`src/rtl/apb_master_bridge.sv`:
```
// Single-request to APB bridge: decodes the address to a one-hot PSEL, runs
// IDLE/SETUP/ACCESS, and returns read data with decode-miss/timeout errors.
module apb_master_bridge #(
    parameter int unsigned NUM_SLAVES = 4,
    parameter logic [31:0] BASE_ADDR  = 32'h1000_0000,
    parameter int unsigned SLOT_BITS  = 12,
    parameter int unsigned TIMEOUT    = 16
) (
    input  logic                     PCLK,
    input  logic                     PRESET,
    input  logic                     transfer,
    input  logic                     write,
    input  logic [31:0]              addr,
    input  logic [31:0]              wdata,
    output logic                     ready,
    output logic [31:0]              rdata,
    output logic                     error,
    output logic [31:0]              PADDR,
    output logic [31:0]              PWDATA,
    output logic                     PWRITE,
    output logic                     PENABLE,
    output logic [NUM_SLAVES-1:0]    PSEL,
    input  logic [NUM_SLAVES*32-1:0] PRDATA,
    input  logic [NUM_SLAVES-1:0]    PREADY
);

    localparam int unsigned IDX_W   = $clog2(NUM_SLAVES);
    localparam int unsigned IW      = (IDX_W > 0) ? IDX_W : 1;
    localparam int unsigned CW      = $clog2(TIMEOUT);
    localparam int unsigned DEC_LSB = SLOT_BITS + IDX_W;

    typedef enum logic [1:0] {StIdle, StSetup, StAccess} state_e;

    state_e          state_q, state_d;
    logic            hit_q;
    logic [IW-1:0]   idx_q;
    logic [CW-1:0]   cnt_q;

    logic            dec_hit;
    logic [IW-1:0]   dec_idx;
    logic            sel_ready;
    logic [31:0]     sel_rdata;
    logic            timed_out;
    logic            done;

    // Shift-based decode so a single-slave build (zero index bits) still works.
    assign dec_hit   = (addr >> DEC_LSB) == (BASE_ADDR >> DEC_LSB);
    assign dec_idx   = IW'((addr >> SLOT_BITS) & 32'(NUM_SLAVES - 1));

    assign sel_ready = PREADY[idx_q];
    assign sel_rdata = PRDATA[{idx_q, 5'd0} +: 32];
    assign timed_out = (cnt_q == CW'(TIMEOUT - 1));
    assign done      = (state_q == StAccess) && (!hit_q || sel_ready || timed_out);

    always_ff @(posedge PCLK or posedge PRESET) begin
        if (PRESET) begin
            state_q <= StIdle;
        end else begin
            state_q <= state_d;
        end
    end

    always_comb begin
        state_d = state_q;
        unique case (state_q)
            StIdle:   if (transfer) state_d = StSetup;
            StSetup:  state_d = StAccess;
            StAccess: if (done) state_d = StIdle;
            default:  state_d = StIdle;
        endcase
    end

    always_comb begin
        PSEL    = '0;
        PENABLE = 1'b0;
        ready   = done;
        error   = 1'b0;
        rdata   = '0;
        if (state_q != StIdle && hit_q) begin
            PSEL = NUM_SLAVES'(1) << idx_q;
        end
        if (state_q == StAccess) begin
            PENABLE = 1'b1;
        end
        if (done) begin
            error = !(hit_q && sel_ready);
            if (hit_q && sel_ready && !PWRITE) begin
                rdata = sel_rdata;
            end
        end
    end

    // Request capture and wait-state counter; PADDR/PWDATA/PWRITE hold in IDLE.
    always_ff @(posedge PCLK or posedge PRESET) begin
        if (PRESET) begin
            PADDR  <= '0;
            PWDATA <= '0;
            PWRITE <= 1'b0;
            hit_q  <= 1'b0;
            idx_q  <= '0;
            cnt_q  <= '0;
        end else begin
            if (state_q == StIdle && transfer) begin
                PADDR  <= addr;
                PWDATA <= wdata;
                PWRITE <= write;
                hit_q  <= dec_hit;
                idx_q  <= dec_idx;
            end
            if (state_q == StAccess && !done) begin
                cnt_q <= cnt_q + 1'b1;
            end else begin
                cnt_q <= '0;
            end
        end
    end

endmodule

```
`config.mk`:
```
export PLATFORM = sky130hd
export DESIGN_NAME = apb_master_bridge
export DESIGN_NICKNAME = d
export VERILOG_FILES = /design/src/rtl/apb_master_bridge.sv
export SDC_FILE = /design/constraint.sdc
export NUM_CORES = 1
export LEC_CHECK = 0
export ABC_AREA = 1
export BUFFER_PORTS_ARGS = -buffer_cell sky130_fd_sc_hd__buf_2
export CAP_MARGIN = 10
export CORE_MARGIN = 10
export CORE_UTILIZATION = 46
export CTS_CLUSTER_DIAMETER = 80
export DETAILED_ROUTE_END_ITERATION = 16
export PLACE_DENSITY = 0.94
export SETUP_SLACK_MARGIN = 0.5
export SLEW_MARGIN = 0
export SYNTH_ARGS = -nofsm -noshare
export SYNTH_HDL_FRONTEND = slang
export SYNTH_SLANG_ARGS = --single-unit
```
`constraint.sdc`:
```
create_clock -name PCLK -period 4.1 [get_ports PCLK]
set_input_delay 0.615 -clock PCLK [delete_from_list [all_inputs] [get_ports PCLK]]
set_output_delay 0.615 -clock PCLK [all_outputs]
set_load 0.02 [all_outputs]
```
# == Yosys cells after proc, flatten, opt, wreduce, memory -nomap -nowiden ==
# Index checks and enable logic that the tools add are counted.
# totals
ff_bits,74
in_bits,200
# classes
n_shift,2
reduce_logical,15
n_lt_le_gt_ge,1
eq_ne,6
mux,11
addsub,1
# ops
operator,n
128-bit by 8-bit indexed part select with 32-bit output,1
32-bit two-way mux,2
"18-bit by 15-bit == test with 1-bit output, second input constant",1
4-bit two-way mux,2
1-bit logical AND,6
2-bit case mux with 3 select lines,1
"4-bit by 1-bit adder with 4-bit output, second input constant",1
"4-bit == test, second input constant",1
1-bit zero test,4
2-bit two-way mux,2
"2-bit inequality test, second input constant",2
"1-bit by 2-bit left shift with 4-bit output, first input constant",1
"2-bit by 3-bit less-than comparator with 1-bit output, second input constant",1
1-bit two-way mux,3
1-bit binary-select mux with 2-bit select,1
"2-bit by 1-bit == test with 1-bit output, second input constant",1
"2-bit == test, second input constant",1
2-bit zero test,1
1-bit logical OR,2
2-bit AND reduction,1
2-bit nonzero test,1

# == Longest topological paths before layout ==
# logic_depth
word_depth,8
depth_mapped,10
depth_no_buf,7

# == Worst setup path after synthesis ==
# Ideal clock, no wire load.
# synth_timing
path_type,reg2out
from,register PADDR[12] (netlist name)
to,output port rdata[12]
arrival_time_ns,1.471
t_required_ns,3.485
path_stages_with_launch,10
setup_slack_ns,2.014
cell_sequence,dfrtp_1 > buf_6 > inv_4 > nand2_1 > nand2_1 > nand2_2 > nand3_2 > nand2_4 > buf_6 > nor2_1
# synth_lines
element,line,rtl
to (decl),16,"output logic [31:0] rdata,"

==> metrics.csv <==
stage,metric,value,unit
run_status,status,"finished, final reports clean",
drt,vias,5511,
drt,drt via density,4.877,
critical_path,"Largest stage delay, worst path",0.50,ns
clocking,H-tree levels,3,
global_routing,grt met1 use,25.20,%
critical_path,Top delay family on crit path,buffers and inverters,
place,Placer Congestion,0.8958,
clocking,post-CTS setup buffer count,0,
logic_synthesis,Synth top area share,39.59,%
critical_path,FF-to-FF Start,state_q[0],
critical_path,Setup CP Type,flop to output port,
logic_synthesis,top area cells in the synthesized netlist,"dfrtp_1 40%, nand2_1 38%, nand4_1 4.9%",
run,# Max-Cap Violations,0,
critical_path,Worst R2R Path Depth,6,
layout,Final Core Density,63.85,%
global_routing,most used routing layer,met2,
sta,Fin. Hold Viols,0,
drt,WL final,17650,um
critical_path,worst path cell trace,buf_4 > inv_2 > nand2_2 > nand2_4 > nand4_1 > nor2_2 > buf_2,
logic_synthesis,syn avg cell area,6.338,sq um
floorplanning,Core ar.,0.009684,sq mm
clocking,CTS tree,done,
logic_synthesis,#FFs+latches synth,72,
logic_synthesis,YS warnings,0,
layout,share of cells above drive strength 1,34.71,%
clocking,CTS Buffer Depth,2,
global_routing,GRT Resource Usage Total,22.93,%
floorplanning,Horiz. Die Dim,119.5,um
sta,setup violators final,0,
clocking,Clock transition at path regs,0.08,ns
critical_path,r2r setup slk,1.98,ns
floorplanning,Die Footprint,0.01427,sq mm
critical_path,reg2reg end,PADDR[5],
critical_path,critical path's slowest cell,inv_2,
critical_path,Worst setup EP type,output port,
place,HPWL Detailed,13780,um
clocking,# hold bufs at CTS,0,
sta,Final Cycle Share,74.56,%
critical_path,CP startpoint kind,flop,
layout,Layout area overhead,35.88,%
sta,worst slew pin tran,0.9918,ns
clocking,CTS sink cnt,72,
clocking,Root Buffer,clkbuf_8,
logic_synthesis,count of cell types in the netlist,22,
layout,Nets,1190,
logic_synthesis,Syn Inst Count,718,
sta,RSZ-0062 raised after global routing,no,
global_routing,vias in the first global route,5208,
sta,Achievable Freq,0.3271,GHz
sta,Worst slew margin,33.80,%
logic_synthesis,sequential area share after synthesis,39.59,%
logic_synthesis,Mapped Area,0.004551,sq mm
drt,WL/cell,15.62,um
floorplanning,Starting Density,46.99,%
pwr,leakage power,3.858,nW
global_routing,first-pass GRT wire length,26970,um
global_routing,largest net degree at the start of global routing,70,
sta,max-slew violations,0,
global_routing,grt total ovfl,0,
global_routing,grt met2 use,39.58,%
logic_synthesis,Mapped Nets,919,
sta,accumulated negative setup slack,0,ns
floorplanning,die height,119.5,um
floorplanning,I/O pin cnt,304,
clocking,PostCTS Resize Cnt,0,
pwr,PD cells,440.8,mW/mm^2
floorplanning,num rows,36,
clocking,CTS Buf Count,9,
clocking,Clock Latency Late Sink,0.34,ns
global_routing,GRT met3 Usage,8.739,%
critical_path,critical path peak fanout,37,
global_routing,number of antenna violations at the first check in global routing,3,
logic_synthesis,post-synth top area cell,dfrtp_1,
sta,clock period minus worst slack,3.057,ns
drt,DR iter-0 viols,588,
drt,Pre-antenna DRT Iters,5,
sta,clk_skew,0.007208,ns
drt,drt drc,0,
place,I/O Buffers,303,
drt,"antenna viol nets, final",0,
critical_path,CP required,3.48,ns
min_path,Min-Delay Path Class,input port to async pin,
critical_path,"Arr. time, crit path",2.44,ns
pwr,VDD IR max,0.0003539,V
critical_path,crit path buf inv count,3,
==> per-stage QoR <==
| step | power, mW | hold slack [ns] | worst slack (ns) | instances | cell area [sq um] |
|---|---|---|---|---|---|
| 2_1_floorplan | 1.802 | 0.4331 | 1.660 | 718 | 4551 |
| 3_3_place_gp | 2.137 | 0.4481 | 1.468 | 1111 | 5971 |
| 6_report | 2.726 | 0.4274 | 1.043 | 1130 | 6183 |
| 4_1_cts | 2.741 | 0.4398 | 1.017 | 1127 | 6176 |
| 5_1_grt | 2.924 | 0.4581 | 0.8622 | 1130 | 6183 |
| 3_5_place_dp | 2.167 | 0.4618 | 1.391 | 1111 | 5971 |
==> power by group <==
| part | switching (mW) | internal [mW] | total (mW) | leakage [nW] |
|---|---|---|---|---|
| sequential | 0.0894 | 0.866 | 0.955 | 0.896 |
| clock | 0.269 | 0.300 | 0.568 | 0.0989 |
| combinational | 0.834 | 0.368 | 1.20 | 2.86 |
| total | 1.19 | 1.53 | 2.73 | 3.86 |
==> synthesized netlist by cell type, drive strengths merged <==
cell type and instances:
nand4 36, nor2 41, nor3 5, a21oi 1, xnor2 1, dfrtp 72, buf 35, clkbuf 14
xor2 1, o21ai 17, ha 1, inv 22, nand2 467, nand3 5
==> sequential cells by signal, summed over array words and instances (netlist names) <==
signal / count
PADDR: 32
PWDATA: 32
cnt_q: 4
state_q: 2
PWRITE: 1
hit_q: 1
==> worst max path at each step <==
stage          startpoint         to  slack, ns  cells after the start
2_1_floorplan      PRESET   PADDR[0]       1.66                      1
3_3_place_gp    PADDR[13]  rdata[11]       1.47                      7
3_5_place_dp    PADDR[13]  rdata[12]       1.39                      7
4_1_cts         PADDR[13]  rdata[12]       1.02                      7
5_1_grt         PADDR[13]      error       0.86                      7
6_report        PADDR[13]   rdata[8]       1.04                      7
==> cells in the final DEF, fill, tap and decap left out, types with 3 or more instances in the layout <==
cell type and n:
inv_1 19, buf_4 6, nor2_2 10, diode_2 3
dfrtp_1 71, nor2_1 31, nand2_2 3, nand4_1 36
nand3_1 4, nor3_1 5, nand2_1 462, o21ai_0 17
clkbuf_8 10, buf_2 303
==> layout make-up <==
class	count	area [sq um]
Tap cell	133	166.4
Fill cell	875	3501
Inverter	22	85.08
Antenna cell	3	7.507
Timing Repair Buffer	309	1562
Clock buffer	10	137.6
Clock inverter	6	67.56
Sequential cell	72	1803
Multi-Input combinational cell	575	2355
==> metal layers <==
layer	vias to the layer above	part of all wire, %	routed length (um)
met3	36	12	2131
met4	2	2.4	431
met2	324	49	8708
li1	2738	-	-
met1	2411	36	6361
met5	-	0.074	13
==> kinds of logic after synthesis <==
family | after synthesis | synth area share (%)
DFF | 72 | 39.59
AOI/OAI and AO/OA | 18 | 1.980
adders and majority gates | 1 | 0.2749
buffers and inverters | 71 | 8.716
and+or+nand+nor | 554 | 49.05
xor gates and xnor gates | 2 | 0.3850
Power figures use the tool's default switching activity.
